## src/rtl/pcie_dn_pkg.sv

```systemverilog
// Shared definitions for the download free-buffer read path: descriptor layout,
// fetch FSM encoding, MRRS decoding and the 4 KB request boundary.
package pcie_dn_pkg;

    localparam int DESC_W        = 96;
    localparam int DESC_ADDR_LSB = 0;
    localparam int DESC_ADDR_W   = 64;
    localparam int DESC_LEN_LSB  = 64;
    localparam int DESC_LEN_W    = 24;
    localparam int DESC_TAG_LSB  = 88;
    localparam int DESC_TAG_W    = 8;

    localparam int CHUNK_W = 13;
    localparam logic [CHUNK_W-1:0] BOUNDARY_4K = 13'h1000;

    localparam logic [1:0] ST_IDLE  = 2'd0;
    localparam logic [1:0] ST_POP   = 2'd1;
    localparam logic [1:0] ST_WAIT  = 2'd2;
    localparam logic [1:0] ST_SPLIT = 2'd3;

    // Codes above 5 saturate at 4096 bytes.
    function automatic logic [CHUNK_W-1:0] mrrs_bytes(input logic [2:0] code);
        logic [2:0] sat;
        sat = (code > 3'd5) ? 3'd5 : code;
        return 13'd128 << sat;
    endfunction

endpackage

```

## src/rtl/pcie_dn_rd_split.sv

```systemverilog
// Holds the working address/remainder of one descriptor and emits registered
// read requests bounded by the latched MRRS and the next 4 KB boundary.
module pcie_dn_rd_split
    import pcie_dn_pkg::*;
#(
    parameter int ADDR_W = 64
) (
    input  logic                  clk,
    input  logic                  rst,
    input  logic                  load,
    input  logic [ADDR_W-1:0]     load_addr,
    input  logic [DESC_LEN_W-1:0] load_len,
    input  logic [DESC_TAG_W-1:0] load_tag,
    input  logic [2:0]            load_mrrs,
    input  logic                  ready,
    output logic                  valid,
    output logic [ADDR_W-1:0]     addr,
    output logic [CHUNK_W-1:0]    len,
    output logic [DESC_TAG_W-1:0] tag,
    output logic                  last
);

    logic [DESC_LEN_W-1:0] rem;
    logic [CHUNK_W-1:0]    mrrs;

    logic                  accept;
    logic [ADDR_W-1:0]     nxt_addr;
    logic [DESC_LEN_W-1:0] nxt_rem;
    logic [CHUNK_W-1:0]    nxt_mrrs;
    logic [CHUNK_W-1:0]    room;
    logic [CHUNK_W-1:0]    rem_cap;
    logic [CHUNK_W-1:0]    chunk;
    logic                  nxt_last;

    // The next chunk is computed from either the fresh descriptor or the
    // post-acceptance address/remainder, so it can be registered directly.
    always_comb begin
        accept   = valid & ready;
        nxt_addr = load ? load_addr : addr + ADDR_W'(len);
        nxt_rem  = load ? load_len : rem - DESC_LEN_W'(len);
        nxt_mrrs = load ? mrrs_bytes(load_mrrs) : mrrs;
        room     = BOUNDARY_4K - {1'b0, nxt_addr[11:0]};
        rem_cap  = (nxt_rem > DESC_LEN_W'(BOUNDARY_4K)) ? BOUNDARY_4K : nxt_rem[CHUNK_W-1:0];
        chunk    = rem_cap;
        if (nxt_mrrs < chunk) chunk = nxt_mrrs;
        if (room < chunk)     chunk = room;
        nxt_last = (nxt_rem == DESC_LEN_W'(chunk));
    end

    always_ff @(posedge clk or posedge rst) begin
        if (rst) begin
            valid <= 1'b0;
            addr  <= '0;
            len   <= '0;
            tag   <= '0;
            last  <= 1'b0;
            rem   <= '0;
            mrrs  <= '0;
        end else if (load || (accept && !last)) begin
            valid <= 1'b1;
            addr  <= nxt_addr;
            len   <= chunk;
            last  <= nxt_last;
            rem   <= nxt_rem;
            mrrs  <= nxt_mrrs;
            if (load) tag <= load_tag;
        end else if (accept) begin
            valid <= 1'b0;
        end
    end

endmodule

```

## src/rtl/pcie_dn_fbuf_rd.sv

```systemverilog
// Download free-buffer consumer: fetch FSM popping descriptors and driving the splitter.
// Define PCIE_DN_FBUF_RD_STAT_EN to add the STAT_* descriptor/request/error counters.
module pcie_dn_fbuf_rd
    import pcie_dn_pkg::*;
#(
    parameter int FBUF_RD_LAT = 3,
    parameter int ADDR_W      = 64
) (
    input  logic               PCIE_CLK,
    input  logic               PCIE_RST,
    input  logic               CFG_EN,
    input  logic [2:0]         CFG_MRRS,
    input  logic               DN_FBUF_RD_RDY,
    output logic               DN_FBUF_RD_REQ,
    input  logic [DESC_W-1:0]  DN_FBUF_RD_DATA,
    output logic               REQ_VALID,
    input  logic               REQ_READY,
    output logic [ADDR_W-1:0]  REQ_ADDR,
    output logic [12:0]        REQ_LEN,
    output logic [7:0]         REQ_TAG,
    output logic               REQ_LAST,
    output logic               DESC_ERR
`ifdef PCIE_DN_FBUF_RD_STAT_EN
    ,
    output logic [31:0]        STAT_DESC_CNT,
    output logic [31:0]        STAT_REQ_CNT,
    output logic [15:0]        STAT_ERR_CNT
`endif
);

    logic [1:0]            state;
    logic [7:0]            wait_cnt;
    logic [ADDR_W-1:0]     desc_addr;
    logic [DESC_LEN_W-1:0] desc_len;
    logic [DESC_TAG_W-1:0] desc_tag;
    logic                  capture;
    logic                  bad;
    logic                  load;
    logic                  done;

    always_comb begin
        desc_addr      = DN_FBUF_RD_DATA[DESC_ADDR_LSB +: ADDR_W];
        desc_len       = DN_FBUF_RD_DATA[DESC_LEN_LSB +: DESC_LEN_W];
        desc_tag       = DN_FBUF_RD_DATA[DESC_TAG_LSB +: DESC_TAG_W];
        capture        = (state == ST_WAIT) && (wait_cnt == 8'(FBUF_RD_LAT - 1));
        bad            = (desc_len == '0) || (desc_len[1:0] != 2'b00) || (desc_addr[1:0] != 2'b00);
        load           = capture && !bad;
        done           = REQ_VALID && REQ_READY && REQ_LAST;
        DN_FBUF_RD_REQ = (state == ST_POP);
    end

    // RDY is only looked at in IDLE, by which time it reflects the previous pop.
    always_ff @(posedge PCIE_CLK or posedge PCIE_RST) begin
        if (PCIE_RST) begin
            state    <= ST_IDLE;
            wait_cnt <= '0;
            DESC_ERR <= 1'b0;
        end else begin
            DESC_ERR <= 1'b0;
            case (state)
                ST_IDLE: if (CFG_EN && DN_FBUF_RD_RDY) state <= ST_POP;
                ST_POP: begin
                    state    <= ST_WAIT;
                    wait_cnt <= '0;
                end
                ST_WAIT: begin
                    if (capture) begin
                        if (bad) begin
                            DESC_ERR <= 1'b1;
                            state    <= ST_IDLE;
                        end else begin
                            state <= ST_SPLIT;
                        end
                    end else begin
                        wait_cnt <= wait_cnt + 8'd1;
                    end
                end
                ST_SPLIT: if (done) state <= ST_IDLE;
                default: state <= ST_IDLE;
            endcase
        end
    end

    pcie_dn_rd_split #(
        .ADDR_W(ADDR_W)
    ) u_split (
        .clk       (PCIE_CLK),
        .rst       (PCIE_RST),
        .load      (load),
        .load_addr (desc_addr),
        .load_len  (desc_len),
        .load_tag  (desc_tag),
        .load_mrrs (CFG_MRRS),
        .ready     (REQ_READY),
        .valid     (REQ_VALID),
        .addr      (REQ_ADDR),
        .len       (REQ_LEN),
        .tag       (REQ_TAG),
        .last      (REQ_LAST)
    );

`ifdef PCIE_DN_FBUF_RD_STAT_EN
    always_ff @(posedge PCIE_CLK or posedge PCIE_RST) begin
        if (PCIE_RST) begin
            STAT_DESC_CNT <= '0;
            STAT_REQ_CNT  <= '0;
            STAT_ERR_CNT  <= '0;
        end else begin
            if (done)                    STAT_DESC_CNT <= STAT_DESC_CNT + 32'd1;
            if (REQ_VALID && REQ_READY)  STAT_REQ_CNT  <= STAT_REQ_CNT + 32'd1;
            if (capture && bad)          STAT_ERR_CNT  <= STAT_ERR_CNT + 16'd1;
        end
    end
`endif

endmodule

```

## config.mk

```make
export PLATFORM = sky130hd
export DESIGN_NAME = pcie_dn_fbuf_rd
export DESIGN_NICKNAME = d
export VERILOG_FILES = /design/src/rtl/pcie_dn_pkg.sv /design/src/rtl/pcie_dn_rd_split.sv /design/src/rtl/pcie_dn_fbuf_rd.sv
export SDC_FILE = /design/constraint.sdc
export NUM_CORES = 1
export LEC_CHECK = 0
export BUFFER_PORTS_ARGS = -buffer_cell sky130_fd_sc_hd__buf_4
export CELL_PAD_IN_SITES_DETAIL_PLACEMENT = 1
export CELL_PAD_IN_SITES_GLOBAL_PLACEMENT = 1
export CORE_MARGIN = 2
export CORE_UTILIZATION = 47
export CTS_BUF_LIST = sky130_fd_sc_hd__clkbuf_8
export DETAILED_ROUTE_END_ITERATION = 12
export PLACE_DENSITY = 0.95
export SLEW_MARGIN = 20
export SYNTH_ARGS = -nofsm -noshare
export SYNTH_HDL_FRONTEND = slang
export SYNTH_HIERARCHICAL = 1
export SYNTH_SLANG_ARGS = --single-unit
```

## constraint.sdc

```tcl
create_clock -name PCIE_CLK -period 17.4 [get_ports PCIE_CLK]
set_clock_uncertainty 0.05 [all_clocks]
set_input_delay 5.22 -clock PCIE_CLK [delete_from_list [all_inputs] [get_ports PCIE_CLK]]
set_output_delay 5.22 -clock PCIE_CLK [all_outputs]
set_load 0.1 [all_outputs]
```

=== Yosys cells after proc, flatten, opt, wreduce, memory -nomap -nowiden ===
Cells that the tools add are included.

* Eq/ne operators: 9
* Reductions and logical operators: 20
* Mux-type cells: 19
* Shifts and indexed selects: 1
* Bitwise gates (word level): 1
* Add/subtract/negate cells: 4
* Magnitude comparators: 4

{| class="wikitable"
|+ Operators by type and width
! operator !! count
|-
| $add A64 B13 Y64 || 1
|-
| $mux W64 || 1
|-
| $mux W13 || 4
|-
| $lt A13 B13 Y1 || 2
|-
| $eq A24 B13 Y1 || 1
|-
| $gt A24 B13 Y1 const B || 1
|-
| $logic_not A24 Y1 || 1
|-
| $mux W24 || 1
|-
| $sub A24 B13 Y24 || 1
|-
| $pmux W8 S2 || 1
|-
| $shl A8 B3 Y13 const A || 1
|-
| $sub A13 B12 Y13 const A || 1
|-
| $add A8 B1 Y8 const B || 1
|-
| $eq A8 B2 Y1 const B || 1
|-
| $mux W2 || 4
|-
| $mux W8 || 1
|-
| $ne A2 B2 Y1 const B || 4
|-
| $pmux W2 S4 || 1
|-
| $reduce_bool A2 Y1 || 4
|-
| $logic_and A1 B1 Y1 || 6
|-
| $mux W1 || 5
|-
| $eq A2 B2 Y1 const B || 2
|-
| $reduce_and A2 Y1 || 2
|-
| $gt A3 B3 Y1 const B || 1
|-
| 7 further kinds || 10
|}

* Logic and storage cells: 68
* Output and inout port bits: 89
* Register bits: 135

=== Depth between registers and ports, before layout ===
* Depth after elaboration: 13
* Mapped depth: 40
* Gate-level depth less buffers: 36

=== By module ===
The synthesis kept the hierarchy.

{| class="wikitable"
|+ By module, submodules not included
! module !! cells each !! area an instance (µm²) !! sequential area each (µm²) !! instances
|-
| pcie_dn_rd_split || 1160 || 9544.2 || 3103.0 || 1
|-
| pcie_dn_fbuf_rd || 71 || 680.7 || 275.3 || 1
|}

=== Least setup slack after synthesis ===
No wires, ideal clock.

* Path type: input port to flip-flop
* Start point: in DN_FBUF_RD_DATA[70]
* End point: reg u_split.last
* Setup slack: 4817 ps
* Data arrival time: 12467 ps
* Stages on the path: 36
* Setup time: 66 ps
* Buffers on the path: 6
* Data required time: 17284 ps
* Cells stage by stage: or4_1 -> nor4_1 -> nor3_1 -> buf_2 -> clkinv_1 -> clkbuf_1 -> buf_1 -> a31oi_1 -> nor4_1 -> and4b_1 -> buf_4 -> buf_4 -> nand2_1 -> ha_1 -> a2111oi_0 -> o21ai_0 -> a221oi_1 -> o21ai_0 -> or3_1 -> inv_1 -> a21o_2 -> buf_4 -> a21oi_1 -> ha_1 -> a21o_1 -> a21o_1 -> a21oi_1 -> o21ai_0 -> a31oi_1 -> o21ai_0 -> a31oi_1 -> o21ai_0 -> xnor2_1 -> a211o_1 -> a2111oi_2 -> a31o_1

* Word-level cells in the longest chain between the ends: 13
* Elaborated cells on any way between the ends: 17
* Those cells by class: add/sub (1); order compare (3); eq/ne (1); mux (6); reduce/logical (6)

{| class="wikitable"
|+ RTL lines
! item !! line !! text
|-
| start: declaration || pcie_dn_fbuf_rd.sv:15 || <nowiki>input logic [DESC_W-1:0] DN_FBUF_RD_DATA,</nowiki>
|-
| $logic_not A24 Y1 (*) || pcie_dn_fbuf_rd.sv:46 || <nowiki>bad = (desc_len == '0) || (desc_len[1:0] != 2'b00) || (desc_addr[1:0] != 2'b00);</nowiki>
|-
| $logic_or A1 B1 Y1 (*) (2 in series) || pcie_dn_fbuf_rd.sv:46 ||
|-
| $logic_not A1 Y1 (*) || pcie_dn_fbuf_rd.sv:47 || <nowiki>load = capture && !bad;</nowiki>
|-
| $logic_and A1 B1 Y1 (*) || pcie_dn_fbuf_rd.sv:47 ||
|-
| net load || pcie_dn_fbuf_rd.sv:38 || <nowiki>logic load;</nowiki>
|-
| $mux W24 || pcie_dn_rd_split.sv:40 || <nowiki>nxt_rem = load ? load_len : rem - DESC_LEN_W'(len);</nowiki>
|-
| $gt A24 B13 Y1 || pcie_dn_rd_split.sv:43 || <nowiki>rem_cap = (nxt_rem > DESC_LEN_W'(BOUNDARY_4K)) ? BOUNDARY_4K : nxt_rem[CHUNK_W-1:0];</nowiki>
|-
| $mux W13 || pcie_dn_rd_split.sv:43 ||
|-
| $lt A13 B13 Y1 || pcie_dn_rd_split.sv:45 || <nowiki>if (nxt_mrrs < chunk) chunk = nxt_mrrs;</nowiki>
|-
| $mux W13 || pcie_dn_rd_split.sv:45 ||
|-
| $lt A13 B13 Y1 || pcie_dn_rd_split.sv:46 || <nowiki>if (room < chunk) chunk = room;</nowiki>
|-
| $mux W13 || pcie_dn_rd_split.sv:46 ||
|-
| $eq A24 B13 Y1 || pcie_dn_rd_split.sv:47 || <nowiki>nxt_last = (nxt_rem == DESC_LEN_W'(chunk));</nowiki>
|-
| end signal: assignment || pcie_dn_rd_split.sv:63 || <nowiki>last <= nxt_last;</nowiki>
|-
| end: declaration || pcie_dn_rd_split.sv:20 || <nowiki>output logic last</nowiki>
|}

Mark *: on every way through the listed nets, which the timed path passes. The rest lies on a longest branch.
A chain may end at the register's enable or synchronous reset.

=== Worst setup path after layout ===
* Start point: in DN_FBUF_RD_DATA[66]
* End point: reg u_split.last

Same word-level chain as after synthesis.

==> impl_metrics.tcl <==
set metrics [dict create \
    crit_path_top_delay_cell "a21boi_1" \
    setup_viol 0 \
    holdWs_ns 0.4441 \
    layout_worst_path_cycle_share 0.8772 \
    netlist_top_cells_count "nand2_1 (145), dfrtp_1 (135), nor2_1 (99), o21ai_0 (99), a21oi_1 (62)" \
    start_kind "primary input" \
    hold_depth 2 \
    grt_max_degree 109 \
    path_max_fanout 44 \
    synth.distinct_cells 93 \
    max-cap-violations 0 \
    path_clk_slew_ns 0.09 \
    cts_buffers 17 \
    grt_pass1_wl_um 62910 \
    grt_pass1_vias 11640 \
    syn_area_sq_um 10220 \
    worst_path_most_repeated_cell "nand2_1" \
    io_buffers 192 \
    wl_per_cell_um 23.91 \
    worstSetupPathType "primary input to flip-flop" \
    fin_setup_tns_ns 0 \
    die_area_sq_um 22950 \
    fill_cells 2585 \
    drtPass1Iterations 5 \
    yosysWarnings 6 \
    ys.flop_type "dfrtp_1" \
    run_status "complete, no violations" \
    coreArea_sq_um 21150 \
    cts_tree "built" \
    synth_top_area_cell "dfrtp_1" \
    via_count 10930 \
    clock.fmax_ghz 0.06552 \
    place_congestion 0.9382 \
    worstPathArrival_ns 15.57 \
    die_w_um 151.5 \
    start_util 0.4834 \
    ys_ff_latch 135 \
    cts_setup_buffers 0 \
    rows 53 \
    rsz0062_at_grt "false" \
    dieHeight_um 151.5 \
    tightest_slew_ns 1.056 \
    synthesis.nets 1390 \
    holdBufCountCts 0 \
    root_buffer "clkbuf_8" \
    synth_top_area_frac 0.3304 \
    synth_edf_count 0 \
    synthCells 1231 \
    clock-sinks 135 \
    clockBufferDepth 2 \
    antenna_found_initial 0 \
    hold_violations 0 \
    ant_nets 0 \
    insertion_delay_ns 0.48 \
    hpwlAfterDp_um 28770 \
    ys_seq_area_frac 0.3304 \
    cts_max_level 4 \
    grt_overflow 0 \
    synthMostInstantiatedCell "nand2_1" \
    r2r_cells 34 \
    slew_viol_final 0 \
    ys_async_sr_fraction 1.000 \
    num_io_pins 193 \
    end_kind "flip-flop" \
    post_drt_via_cell_ratio 6.477 \
    cp_slowest_stage_delay_ns 0.85 \
    yosys-top-cells-area "dfrtp_1 (33%), ha_1 (6.5%), nand2_1 (5.3%)" \
    layout-drive-gt1-share 0.1977 \
    period_needed_ns 15.26 \
    cts_resized 0 \
    track_usage 0.3563 \
    hold_class "flip-flop to flip-flop" \
    nNetsFinal 1557 \
    drt-total-wl_um 40330 \
    drtIter0Drc 823 \
    drc_errors 0 \
    crit_required_ns 17.70 \
    syn2layout_area_growth_pct 20.12 \
    synth.avg_cell_area_sq_um 8.306 \
    relSlewSlack 0.2947 \
]
==> sequential cells by signal, indices dropped and copies added, names as in the netlist <==
signal         cells
u_split/addr      64
u_split/rem       24
u_split/len       13
u_split/mrrs      13
u_split/tag        8
wait_cnt           8
state              2
DESC_ERR           1
u_split/last       1
u_split/valid      1
==> through the flow <==
stage / worst slack (ns) / cells / cell area [sq um] / utilization
4_1_cts: 2.635 / 1686 / 12280 / 0.5805
5_1_grt: 1.611 / 1686 / 12280 / 0.5805
3_3_place_gp: 3.055 / 1654 / 11870 / 0.5610
2_1_floorplan: 4.817 / 1231 / 10220 / -
3_5_place_dp: 2.502 / 1654 / 11870 / 0.5610
6_report: 2.137 / 1687 / 12280 / 0.5806
==> critical path: cells and delay by family <==
kind / cells / cell delay (ns)
simple gates: 15 / 4.68
compound gates: 11 / 3.29
buf+inv: 4 / 0.85
mux: 1 / 0.82
fa+ha+maj: 2 / 0.63
==> path summary, 6_finish.rpt <==
path / slack (ns) / start / endpoint
max in group asynchronous: 11.50 / PCIE_RST / u_split/addr[52]$_DFFE_PP0P_
setup / recovery: 2.14 / DN_FBUF_RD_DATA[66] / u_split/last$_DFFE_PP0P_
min in group asynchronous: 4.74 / PCIE_RST / wait_cnt[7]$_DFFE_PP0P_
hold / removal: 0.44 / u_split/mrrs[9]$_DFFE_PP0P_ / u_split/mrrs[9]$_DFFE_PP0P_
hold reg to reg: 0.44 / u_split/mrrs[9]$_DFFE_PP0P_ / u_split/mrrs[9]$_DFFE_PP0P_
setup reg to reg: 6.57 / wait_cnt[0]$_DFFE_PP0P_ / u_split/last$_DFFE_PP0P_
==> metal layers <==
layer | track usage | vias up | wire length [um]
met5 | 0 | - | 0
met4 | 0.1565 | 0 | 1629
met3 | 0.08713 | 138 | 2982
met2 | 0.6206 | 566 | 20190
met1 | 0.4171 | 5425 | 15530
li1 | - | 4797 | -
==> area by class of cell <==
type / instances / area, sq um / area share
inverters: 51 / 193.9 / 0.01579
multi-input cells: 992 / 6441 / 0.5244
diodes: 1 / 2.502 / 0.0002037
repair buffers: 201 / 1509 / 0.1229
flip-flops and latches: 135 / 3378 / 0.2751
clock inverters: 15 / 178.9 / 0.01457
well taps: 275 / 344.1 / 0.02802
clock buffers: 17 / 234.0 / 0.01905
==> kinds of logic after synthesis <==
family | after synthesis | share of synthesized area
flops | 135 | 0.3304
xor+xnor | 91 | 0.07795
compound gates | 326 | 0.2105
fa+ha+maj | 55 | 0.06877
mux | 29 | 0.03059
buf+inv | 104 | 0.04063
simple gates | 491 | 0.2412
==> layout by cell type (no fill, tap or decap), types with 36 or more instances in the layout <==
cell type,instances
xnor2_1,36
inv_1,49
o21ai_0,99
nand3_1,58
ha_1,53
nor2_1,98
buf_4,201
xor2_1,55
nand2_1,144
a21oi_1,62
dfrtp_1,135
Power is left out: the tool's default activity adds up to more than one toggle a clock period on the data nets, which glitch-free logic cannot reach.
